`src/rtl/light_pwm.sv`:
```
// light_pwm: EMA-smoothed, slew-limited, glitch-free LED PWM fed by 8-bit light-sensor samples.
// Optional hysteresis on target updates is built when LIGHTPWM_DEADBAND_EN is defined.
module light_pwm #(
    parameter int unsigned SHIFT    = 3,
    parameter int unsigned DIV      = 4,
    parameter int unsigned STEP     = 16,
    parameter bit          INVERT   = 1'b1,
    parameter int unsigned DEADBAND = 4
) (
    input  logic       clk,
    input  logic       rst_n,
    input  logic [7:0] sample,
    input  logic       sample_vld,
    output logic       pwm,
    output logic [7:0] duty,
    output logic       primed
);
    localparam int unsigned   AW       = 8 + SHIFT;
    localparam int unsigned   PW       = (DIV > 1) ? $clog2(DIV) : 1;
    localparam logic [PW-1:0] PRE_LAST = PW'(DIV - 1);
    localparam logic [7:0]    STEP_W   = 8'(STEP);
    localparam logic [7:0]    CNT_LAST = 8'd254;

    if (SHIFT < 1 || SHIFT > 6) begin : g_bad_shift
        $error("light_pwm: SHIFT must be in 1..6");
    end
    if (DIV < 1) begin : g_bad_div
        $error("light_pwm: DIV must be at least 1");
    end
    if (STEP < 1 || STEP > 255) begin : g_bad_step
        $error("light_pwm: STEP must be in 1..255");
    end
    if (DEADBAND > 255) begin : g_bad_deadband
        $error("light_pwm: DEADBAND must be in 0..255");
    end

    logic [AW-1:0] acc_q, acc_d;
    logic          primed_q, primed_d;
    logic          upd_q, upd_d;
    logic [7:0]    target_q, target_d;
    logic [7:0]    duty_q, duty_d;
    logic          pwm_q, pwm_d;
    logic [7:0]    cnt_q, cnt_d;
    logic [PW-1:0] pre_q, pre_d;

    logic [7:0]    filt;
    logic [7:0]    new_tgt;
    logic          tick;
    logic          boundary;
    logic [7:0]    up_diff;
    logic [7:0]    dn_diff;

`ifdef LIGHTPWM_DEADBAND_EN
    localparam logic [7:0] DB_W = 8'(DEADBAND);
    logic       loaded_q, loaded_d;
    logic [7:0] tgt_diff;
`endif

    assign filt = acc_q[AW-1:SHIFT];

    // acc - (acc >> SHIFT) + sample never exceeds the AW-bit range, so no wider sum is needed.
    always_comb begin
        acc_d    = acc_q;
        primed_d = primed_q;
        upd_d    = sample_vld;
        if (sample_vld) begin
            if (!primed_q) begin
                acc_d    = {sample, {SHIFT{1'b0}}};
                primed_d = 1'b1;
            end else begin
                acc_d = acc_q - AW'(filt) + AW'(sample);
            end
        end
    end

    always_comb begin
        new_tgt  = INVERT ? (8'd255 - filt) : filt;
        target_d = target_q;
`ifdef LIGHTPWM_DEADBAND_EN
        tgt_diff = (new_tgt > target_q) ? (new_tgt - target_q) : (target_q - new_tgt);
        loaded_d = loaded_q | upd_q;
        if (upd_q && (!loaded_q || tgt_diff > DB_W)) begin
            target_d = new_tgt;
        end
`else
        if (upd_q) begin
            target_d = new_tgt;
        end
`endif
    end

    always_comb begin
        tick     = (pre_q == PRE_LAST);
        boundary = tick && (cnt_q == CNT_LAST);
        pre_d    = tick ? '0 : (pre_q + PW'(1));
        cnt_d    = cnt_q;
        if (tick) begin
            cnt_d = (cnt_q == CNT_LAST) ? 8'd0 : (cnt_q + 8'd1);
        end
    end

    // Slew toward target only at the period boundary so every period is drawn with one duty.
    always_comb begin
        duty_d  = duty_q;
        up_diff = target_q - duty_q;
        dn_diff = duty_q - target_q;
        if (boundary) begin
            if (!primed_q) begin
                duty_d = 8'd0;
            end else if (target_q > duty_q) begin
                duty_d = (up_diff > STEP_W) ? (duty_q + STEP_W) : target_q;
            end else if (target_q < duty_q) begin
                duty_d = (dn_diff > STEP_W) ? (duty_q - STEP_W) : target_q;
            end
        end
    end

    assign pwm_d = (cnt_q < duty_q);

    always_ff @(posedge clk or negedge rst_n) begin
        if (!rst_n) begin
            acc_q    <= '0;
            primed_q <= 1'b0;
            upd_q    <= 1'b0;
            target_q <= 8'd0;
            duty_q   <= 8'd0;
            pwm_q    <= 1'b0;
            cnt_q    <= 8'd0;
            pre_q    <= '0;
`ifdef LIGHTPWM_DEADBAND_EN
            loaded_q <= 1'b0;
`endif
        end else begin
            acc_q    <= acc_d;
            primed_q <= primed_d;
            upd_q    <= upd_d;
            target_q <= target_d;
            duty_q   <= duty_d;
            pwm_q    <= pwm_d;
            cnt_q    <= cnt_d;
            pre_q    <= pre_d;
`ifdef LIGHTPWM_DEADBAND_EN
            loaded_q <= loaded_d;
`endif
        end
    end

    assign pwm    = pwm_q;
    assign duty   = duty_q;
    assign primed = primed_q;

endmodule

```
`config.mk`:
```
export PLATFORM = sky130hd
export DESIGN_NAME = light_pwm
export DESIGN_NICKNAME = d
export VERILOG_FILES = /design/src/rtl/light_pwm.sv
export SDC_FILE = /design/constraint.sdc
export NUM_CORES = 1
export LEC_CHECK = 0
export CAP_MARGIN = 20
export CORE_AREA = 4 4 110 112
export CTS_BUF_LIST = sky130_fd_sc_hd__clkbuf_8 sky130_fd_sc_hd__clkbuf_16
export CTS_CLUSTER_DIAMETER = 50
export DETAILED_ROUTE_END_ITERATION = 8
export DIE_AREA = 0 0 114 116
export HOLD_SLACK_MARGIN = 0.15
export PLACE_DENSITY = 0.57
export SYNTH_ARGS = -nofsm -noshare
export SYNTH_HDL_FRONTEND = slang
export SYNTH_SLANG_ARGS = --single-unit
export TNS_END_PERCENT = 1
```
`constraint.sdc`:
```
create_clock -name clk -period 6.8 [get_ports clk]
set_clock_uncertainty 0.2 [all_clocks]
set_input_delay 0.68 -clock clk [delete_from_list [all_inputs] [get_ports clk]]
set_output_delay 0.68 -clock clk [all_outputs]
set_load 0.02 [all_outputs]
```
* Yosys cells after proc, flatten, opt, wreduce, memory -nomap -nowiden
Cells that the tools add are included.
Storage, ports and cells: output and inout port bits 10, word-level logic and storage cells 35, register bits after elaboration 40
Cells by class: equality and inequality tests 3, reduce and logical (&&, ||, !) cells 2, $lt $le $gt $ge 5, mux-type cells 8, $add $sub $neg 9
Operators with widths (count):
- 8-bit two-way mux | 6
- 8-bit by 5-bit greater-than comparator with 1-bit output, second input constant | 2
- 8-bit less-than comparator | 2
- 8-bit subtractor | 2
- 11-bit by 8-bit adder with 11-bit output | 1
- 11-bit two-way mux | 1
- 11-bit by 8-bit subtractor with 11-bit output | 1
- 8-bit by 1-bit adder with 8-bit output, second input constant | 1
- 8-bit by 5-bit adder with 8-bit output, second input constant | 1
- 8-bit == test, second input constant | 1
- 8-bit greater-than comparator | 1
- 8-bit by 5-bit subtractor with 8-bit output, second input constant | 1
- 8-bit subtractor, first input constant | 1
- 3-bit by 1-bit inequality test with 1-bit output, second input constant | 1
- 2-bit by 1-bit adder with 2-bit output, second input constant | 1
- 2-bit == test, second input constant | 1
- 2-bit two-way mux | 1
- 2-bit AND reduction | 1
- 1-bit logical AND | 1

* Logic depth before layout (Yosys ltp)
Gate-level depths: netlist of run 1.
depth after elaboration 6, depth in mapped cells 13, gate-level depth less buffers 13

* Least setup slack after synthesis of run 1
Ideal clock, no wire load.
kind input port to flip-flop, from in sample[1], to reg acc_q[10], arrival 3118 ps, required time 6474 ps, slack 3357 ps, stages on the path 12, library setup time 126 ps, path through inv_1 > fa_1 > inv_1 > fa_1 > a21o_1 > a21oi_1 > o211ai_1 > a41o_1 > a21oi_1 > xnor2_1 > mux2i_1 > a221o_1
On the way: longest elaborated chain between the ends 2
Ends and longest elaborated chain:
- start, declared | line 12 | input logic [7:0] sample,
- 11-bit by 8-bit adder with 11-bit output | line 71 | acc_d = acc_q - AW'(filt) + AW'(sample);
- 11-bit two-way mux | line 67 | if (!primed_q) begin
- end signal, assigned | line 122 | acc_q <= '0;
- end signal, assigned | line 134 | acc_q <= acc_d;
- end, declared | line 37 | logic [AW-1:0] acc_q, acc_d;
No other way between the ends. A chain may end at the register's enable or synchronous reset.

* Final worst setup path of run 1
Ends and elaborated chain as after synthesis.

==> flow_metrics.tcl, run 1 <==
set metrics [dict create \
    ios 21 \
    synth_edf_count 0 \
    syn_to_final_growth_pct 13.7 \
    min-delay-start "pre_q[0]" \
    avgSynthCellArea_um2 8.68 \
    yosysSeqAreaShare_pct 28.9 \
    p_per_area_nw_per_um2 445 \
    crit_start "sample[1]" \
    required_ns 6.77 \
    drt_pass1_iterations 4 \
    period_minus_slack_ns 3.85 \
    synthTopCellsByArea "dfrtp_1, ha_1, inv_1, fa_1, a21oi_1" \
    final_hold_viol_count 0 \
    finalCritPeriodShare_pct 56.7 \
    rsz0062_at_grt "false" \
    slew_headroom_pct 38.6 \
    setup_tns_ns 0 \
    drc 0 \
    p_clk_share_pct 15.6 \
    combPwrFrac_pct 63.9 \
    finalMaxSlewViolations 0 \
    wl_per_cell_um 13.8 \
    critPathLaunchType "input pin" \
    insertion_delay_ns 0.29 \
    cp-end-kind "flip-flop" \
    die_y_um 116 \
    rows 39 \
    tritoncts "built" \
    cts_setup_buffers 0 \
    vias_per_cell 4.87 \
    hpwl_um 5920 \
    grt_start_max_net_pins 41 \
    internal_power_uw 983 \
    diodes 0 \
    gr-usage-all-layers_pct 12.6 \
    yosysWarnings 0 \
    ys_ff_latch 40 \
    synth_area_um2 3460 \
    start_util_pct 30.8 \
    met3_usage_pct 1.78 \
    synth_cell_types 58 \
    clkTransAtPathRegs_ns 0.07 \
    synthCells 399 \
    ctsHtreeMaxLevel 2 \
    setup_viol 0 \
    drive_gt1_share_pct 6.76 \
    route.vias.total 2712 \
    utilization_pct 35.1 \
    dieArea_um2 13200 \
    async_flop_share_pct 100 \
    top_usage_layer "met2" \
    wl_um 7670 \
    met2_usage_pct 20.8 \
    critPathArrivalTime_ns 3.82 \
    nNetsFinal 471 \
    synth_top_area_share_pct 28.9 \
    overflow 0 \
    vdd_drop_max_mv 0.261 \
    run_status "complete, no violations" \
    worst_slew_pin_slew_ns 0.922 \
    fmax_mhz 259 \
    p_seq_share_pct 20.5 \
    cap_violations 0 \
    port_buffers 20 \
    clkSinkCount 40 \
    finalNonFillerCells 557 \
    clockRootBuffer "clkbuf_16" \
    switching_power_uw 767 \
    core_um2 11200 \
    post_cts_resize_count 0 \
    cp_max_fo 3 \
    hp-class "reg -> reg" \
    grtUsageMet1_pct 16.9 \
    grt_pass1_wl_um 13400 \
    grt_pass1_vias 2766 \
    numCtsBuffers 5 \
    yosysMostFrequentCell "inv_1" \
    crit_type "in -> reg" \
    synth_common_cells "inv_1, dfrtp_1, ha_1, nor2_1" \
    p_leak_nw 1.83 \
    drt-initial-drc-count 152 \
    finalWeightedCongestion 0.868 \
    netSwitchingFraction_pct 43.8 \
    die_w_um 114 \
    worstReg2RegStart "target_q[0]" \
    synth_nets 457 \
    antenna_found_initial 0 \
    clk_path_buf_depth 2 \
    yosys.area.top_type "dfrtp_1" \
    drtAntennaViolNets 0 \
    ys.flop_type "dfrtp_1" \
    dp_cells 549 \
    cts_hold_buf 0 \
    power_mw 1.75 \
]
-- power by group through the flow --
stage	Clock (mW)	Combinational [mW]	Sequential [mW]
2_1_floorplan	0	0.936	0.340
3_3_place_gp	0	1.09	0.361
3_5_place_dp	0	1.12	0.363
4_1_cts	0.281	1.12	0.359
5_1_grt	0.291	1.29	0.368
6_report	0.273	1.12	0.358
-- critical path, stage by stage --
cell and delay, ns:
clkdlybuf4s50_1 0.47, inv_1 0.06, fa_1 0.54, inv_1 0.08, fa_1 0.46, a21o_1 0.17
a21oi_1 0.26, o211ai_1 0.19, a41o_1 0.24, a21oi_1 0.17, xnor2_1 0.15, mux2i_1 0.09
a221o_1 0.26
-- state kept, by name, summed over array words and instances (netlist names) --
name and flops:
primed 1, target_q 8, cnt_q 8, pre_q 2, duty 8, pwm 1
upd_q 1, acc_q 11
-- per-layer routing --
metal	wire length, um	part of all wire [%]
met5	0	0
met2	3600	47
met3	175	2.3
met4	155	2.0
met1	3740	49
-- kinds of logic after synthesis --
logic type / Yosys count / synth area share (%)
AOI/OAI and AO/OA: 99 / 18.8
xor gates and xnor gates: 20 / 5.06
adders and majority gates: 47 / 18.9
buffers and inverters: 69 / 8.28
DFF: 40 / 28.9
muxes: 14 / 4.19
and+or+nand+nor: 110 / 15.8
-- through the flow --
step	hold slack [ns]	worst slack (ns)	instance area, um^2
after floorplan	0.184	3.36	3460
after global placement	0.213	2.73	3770
after detailed placement	0.224	2.63	3770
after CTS	0.233	2.94	3940
after global routing	0.257	2.80	3940
final	0.228	2.95	3940
-- area by class of cell --
type | instances | area [um^2]
Fill cell | 1174 | 7290
Clock inverter | 3 | 42.5
Sequential cell | 40 | 1000
Multi-Input combinational cell | 290 | 2170
Clock buffer | 5 | 125
Inverter | 54 | 203
Timing Repair Buffer | 22 | 210
Tap cell | 143 | 179
-- path summary, 6_finish.rpt --
path	depth (start not counted)	end	slack, ns
worst max-delay path	13	acc_q[10]	2.95
worst min-delay path	1	pre_q[0]	0.23
worst max register to register	12	duty[3]	3.24
worst min register to register	1	pre_q[0]	0.23
max in group asynchronous	1	duty[5]	5.49
min in group asynchronous	1	cnt_q[7]	0.32
-- cells in the final DEF, fill, tap and decap left out, types with 8 or more instances in the layout --
cell type / Yosys / routed
ha_1: 38 / 38
dfrtp_1: 40 / 40
nand2_1: 30 / 30
a21o_1: 9 / 9
xnor2_1: 15 / 15
mux2i_1: 12 / 12
nand3_1: 10 / 10
clkdlybuf4s50_1: 0 / 19
nor2_1: 32 / 32
a21oi_1: 30 / 30
nor3_1: 8 / 8
fa_1: 9 / 9
o21ai_0: 24 / 24
inv_1: 54 / 54
Note: power is estimated with default switching activity, not from simulation.
==> run 2, diff against run 1 <==
--- a/config.mk
+++ b/config.mk
@@ -12,7 +12,7 @@
 export DETAILED_ROUTE_END_ITERATION = 8
 export DIE_AREA = 0 0 114 116
 export HOLD_SLACK_MARGIN = 0.15
-export PLACE_DENSITY = 0.57
+export PLACE_DENSITY = 0.59
 export SYNTH_ARGS = -nofsm -noshare
 export SYNTH_HDL_FRONTEND = slang
 export SYNTH_SLANG_ARGS = --single-unit
==> constraint.sdc (replaced) <==
create_clock -name clk -period 3.3 [get_ports clk]
set_clock_uncertainty 0.2 [all_clocks]
set_input_delay 0.33 -clock clk [delete_from_list [all_inputs] [get_ports clk]]
set_output_delay 0.33 -clock clk [all_outputs]
set_load 0.02 [all_outputs]
==> run 2 against run 1 <==
Via count grew 7.2%. Flip-flop and latch count is the same. First-iteration DRC count fell by 27%. Critical path depth did not move. Combinational power rose to 2.5 times the previous value. Final cell count increased by 6.6%. Sequential share of layout area is 2.0 points lower. Clock power is 120% higher. Core utilization is 3.0 points higher. Setup slack worse by 2.8 ns. Critical endpoint is now duty[4].
==> flow_metrics.tcl, run 2 (synthesis results as in run 1) <==
set metrics [dict create \
    finalInstanceArea_um2 4270 \
    path_delay_family "compound AO/OA/AOI/OAI gates" \
    nNetsFinal 508 \
    route.vias.total 2907 \
    setup_ws_ns 0.161 \
    cp_max_fo 10 \
    finalCritPeriodShare_pct 95.1 \
    cp-end-kind "flip-flop" \
    clkTransAtPathRegs_ns 0.06 \
    p_seq_share_pct 17.4 \
    wl_per_cell_um 13.5 \
    cpMaxStageDelayCell "dfrtp_1" \
    drt-initial-drc-count 111 \
    critPathLaunchType "flip-flop" \
    cp_num_buf_inv 3 \
    clk_path_buf_depth 2 \
    worst_slew_pin_slew_ns 0.932 \
    holdWs_ns 0.222 \
    layout.cells.most_common "inv_1" \
    die_w_um 114 \
    ios 21 \
    slowest_delay_ns 0.38 \
    drt_pass1_iterations 5 \
    p_clk_share_pct 14.2 \
    top_register "acc_q" \
    setup_tns_ns 0 \
    vias_per_cell 4.89 \
    insertion_delay_ns 0.28 \
    period_minus_slack_ns 3.14 \
    ctsHtreeMaxLevel 2 \
    final_hold_viol_count 0 \
    antenna_found_initial 0 \
    switching_power_mw 1.72 \
    hpwl_um 6380 \
    die_y_um 116 \
    met1_length_um 3760 \
    dieArea_um2 13200 \
    setup_viol 0 \
    met3_wirelength_um 207 \
    numCtsBuffers 5 \
    finalWeightedCongestion 0.892 \
    fmax_mhz 319 \
    grt_start_max_net_pins 41 \
    slew_headroom_pct 37.9 \
    crit_path_cell_trace "inv_1, ha_1, inv_1, fa_2, a21o_1, a21o_1, a211oi_1, a21oi_1, nor4_4, mux2i_4, buf_4, o211ai_1, a21bo_2" \
    finalMaxSlewViolations 0 \
    combPwrFrac_pct 68.3 \
    required_ns 3.27 \
    diodes 0 \
    maxUsedRoutingLayer "met4" \
    drc 0 \
    port_buffers 20 \
    place_worst_setup_slack_ns -0.447 \
    core_um2 11200 \
    layout_common_cells "inv_1, dfrtp_1, ha_1, buf_4, nor2_1" \
    critPathArrivalTime_ns 3.11 \
    clkSinkCount 40 \
    crit_type "reg -> reg" \
    p_per_area_nw_per_um2 973 \
    overflow 0 \
    placed_area_um2 4020 \
    syn_to_final_growth_pct 23.4 \
    clockRootBuffer "clkbuf_16" \
    rsz0062_at_grt "true" \
    largest_reg_flops 11 \
    p_leak_nw 2.04 \
    grt_pass1_wl_um 13700 \
    run_status "complete, no violations" \
    drtAntennaViolNets 0 \
    internal_power_mw 2.44 \
    netSwitchingFraction_pct 41.3 \
    wl_met2_um 3900 \
    vdd_drop_max_mv 0.747 \
    gr-usage-all-layers_pct 12.7 \
    grt_pass1_vias 2902 \
    wl_um 8040 \
    rows 39 \
    hp-class "in -> reg" \
    cap_violations 0 \
    drive_gt1_share_pct 16.2 \
    start_util_pct 30.8 \
    tritoncts "built" \
]
-- run 2: layer usage --
| metal | up-vias | GRT usage [%] |
|---|---|---|
| met2 | 51 | 21.8 |
| met3 | 13 | 1.51 |
| met4 | 0 | 4.59 |
| li1 | 1466 | - |
| met1 | 1377 | 16.6 |
| met5 | - | 0 |
-- run 2: final timing paths --
kind | depth (start not counted) | startpoint | to | slack, ns
min | 3 | sample[1] | acc_q[4] | 0.22
min reg2reg | 1 | pre_q[0] | pre_q[0] | 0.22
max in group asynchronous | 2 | rst_n | target_q[5] | 1.77
min in group asynchronous | 2 | rst_n | cnt_q[5] | 0.53
max | 13 | target_q[0] | duty[4] | 0.16
max reg2reg | 13 | target_q[0] | duty[4] | 0.16
-- run 2: stage by stage --
step | utilization (%) | cells | power, mW
2_1_floorplan | - | 399 | 2.63
3_3_place_gp | 35.8 | 583 | 3.32
3_5_place_dp | 35.8 | 583 | 3.38
4_1_cts | 37.9 | 593 | 4.11
5_1_grt | 38.1 | 594 | 4.55
6_report | 38.1 | 594 | 4.15
-- run 2: final cells by class --
| cell class | instances | area (um^2) |
|---|---|---|
| tap | 143 | 179 |
| fill | 1156 | 6950 |
| sequential | 40 | 1000 |
| inverter | 54 | 203 |
| multi-input combinational | 290 | 2210 |
| clock buffer | 7 | 153 |
| clock inverter | 1 | 30.0 |
| timing repair buffer | 59 | 493 |
-- run 2: worst register-to-register path: cells and delay by family, from the launching register on --
kind | cells | cell delay, ns
multiplexers | 1 | 0.19
AO/OA/AOI/OAI | 6 | 1.15
buffers and inverters | 3 | 0.34
adder cells (fa/ha/maj) | 2 | 0.54
flip-flops | 1 | 0.38
AND/OR/NAND/NOR | 1 | 0.25
-- run 2: power groups by stage --
stage	combinational, mW	clock [mW]	sequential (mW)
2_1_floorplan	1.93	0	0.700
3_3_place_gp	2.59	0	0.730
3_5_place_dp	2.65	0	0.732
4_1_cts	2.78	0.607	0.724
5_1_grt	3.19	0.623	0.741
6_report	2.84	0.591	0.724
-- run 2: what timing repair did --
| item | CTS | global route |
|---|---|---|
| hold buffers | 1 | 0 |
| endpoints found under the setup margin | 5 | 8 |
| pin swaps | 2 | 7 |
| endpoints found under the hold margin | 40 | 0 |
| setup buffers | 1 | 1 |
| gates resized for setup | 6 | 7 |
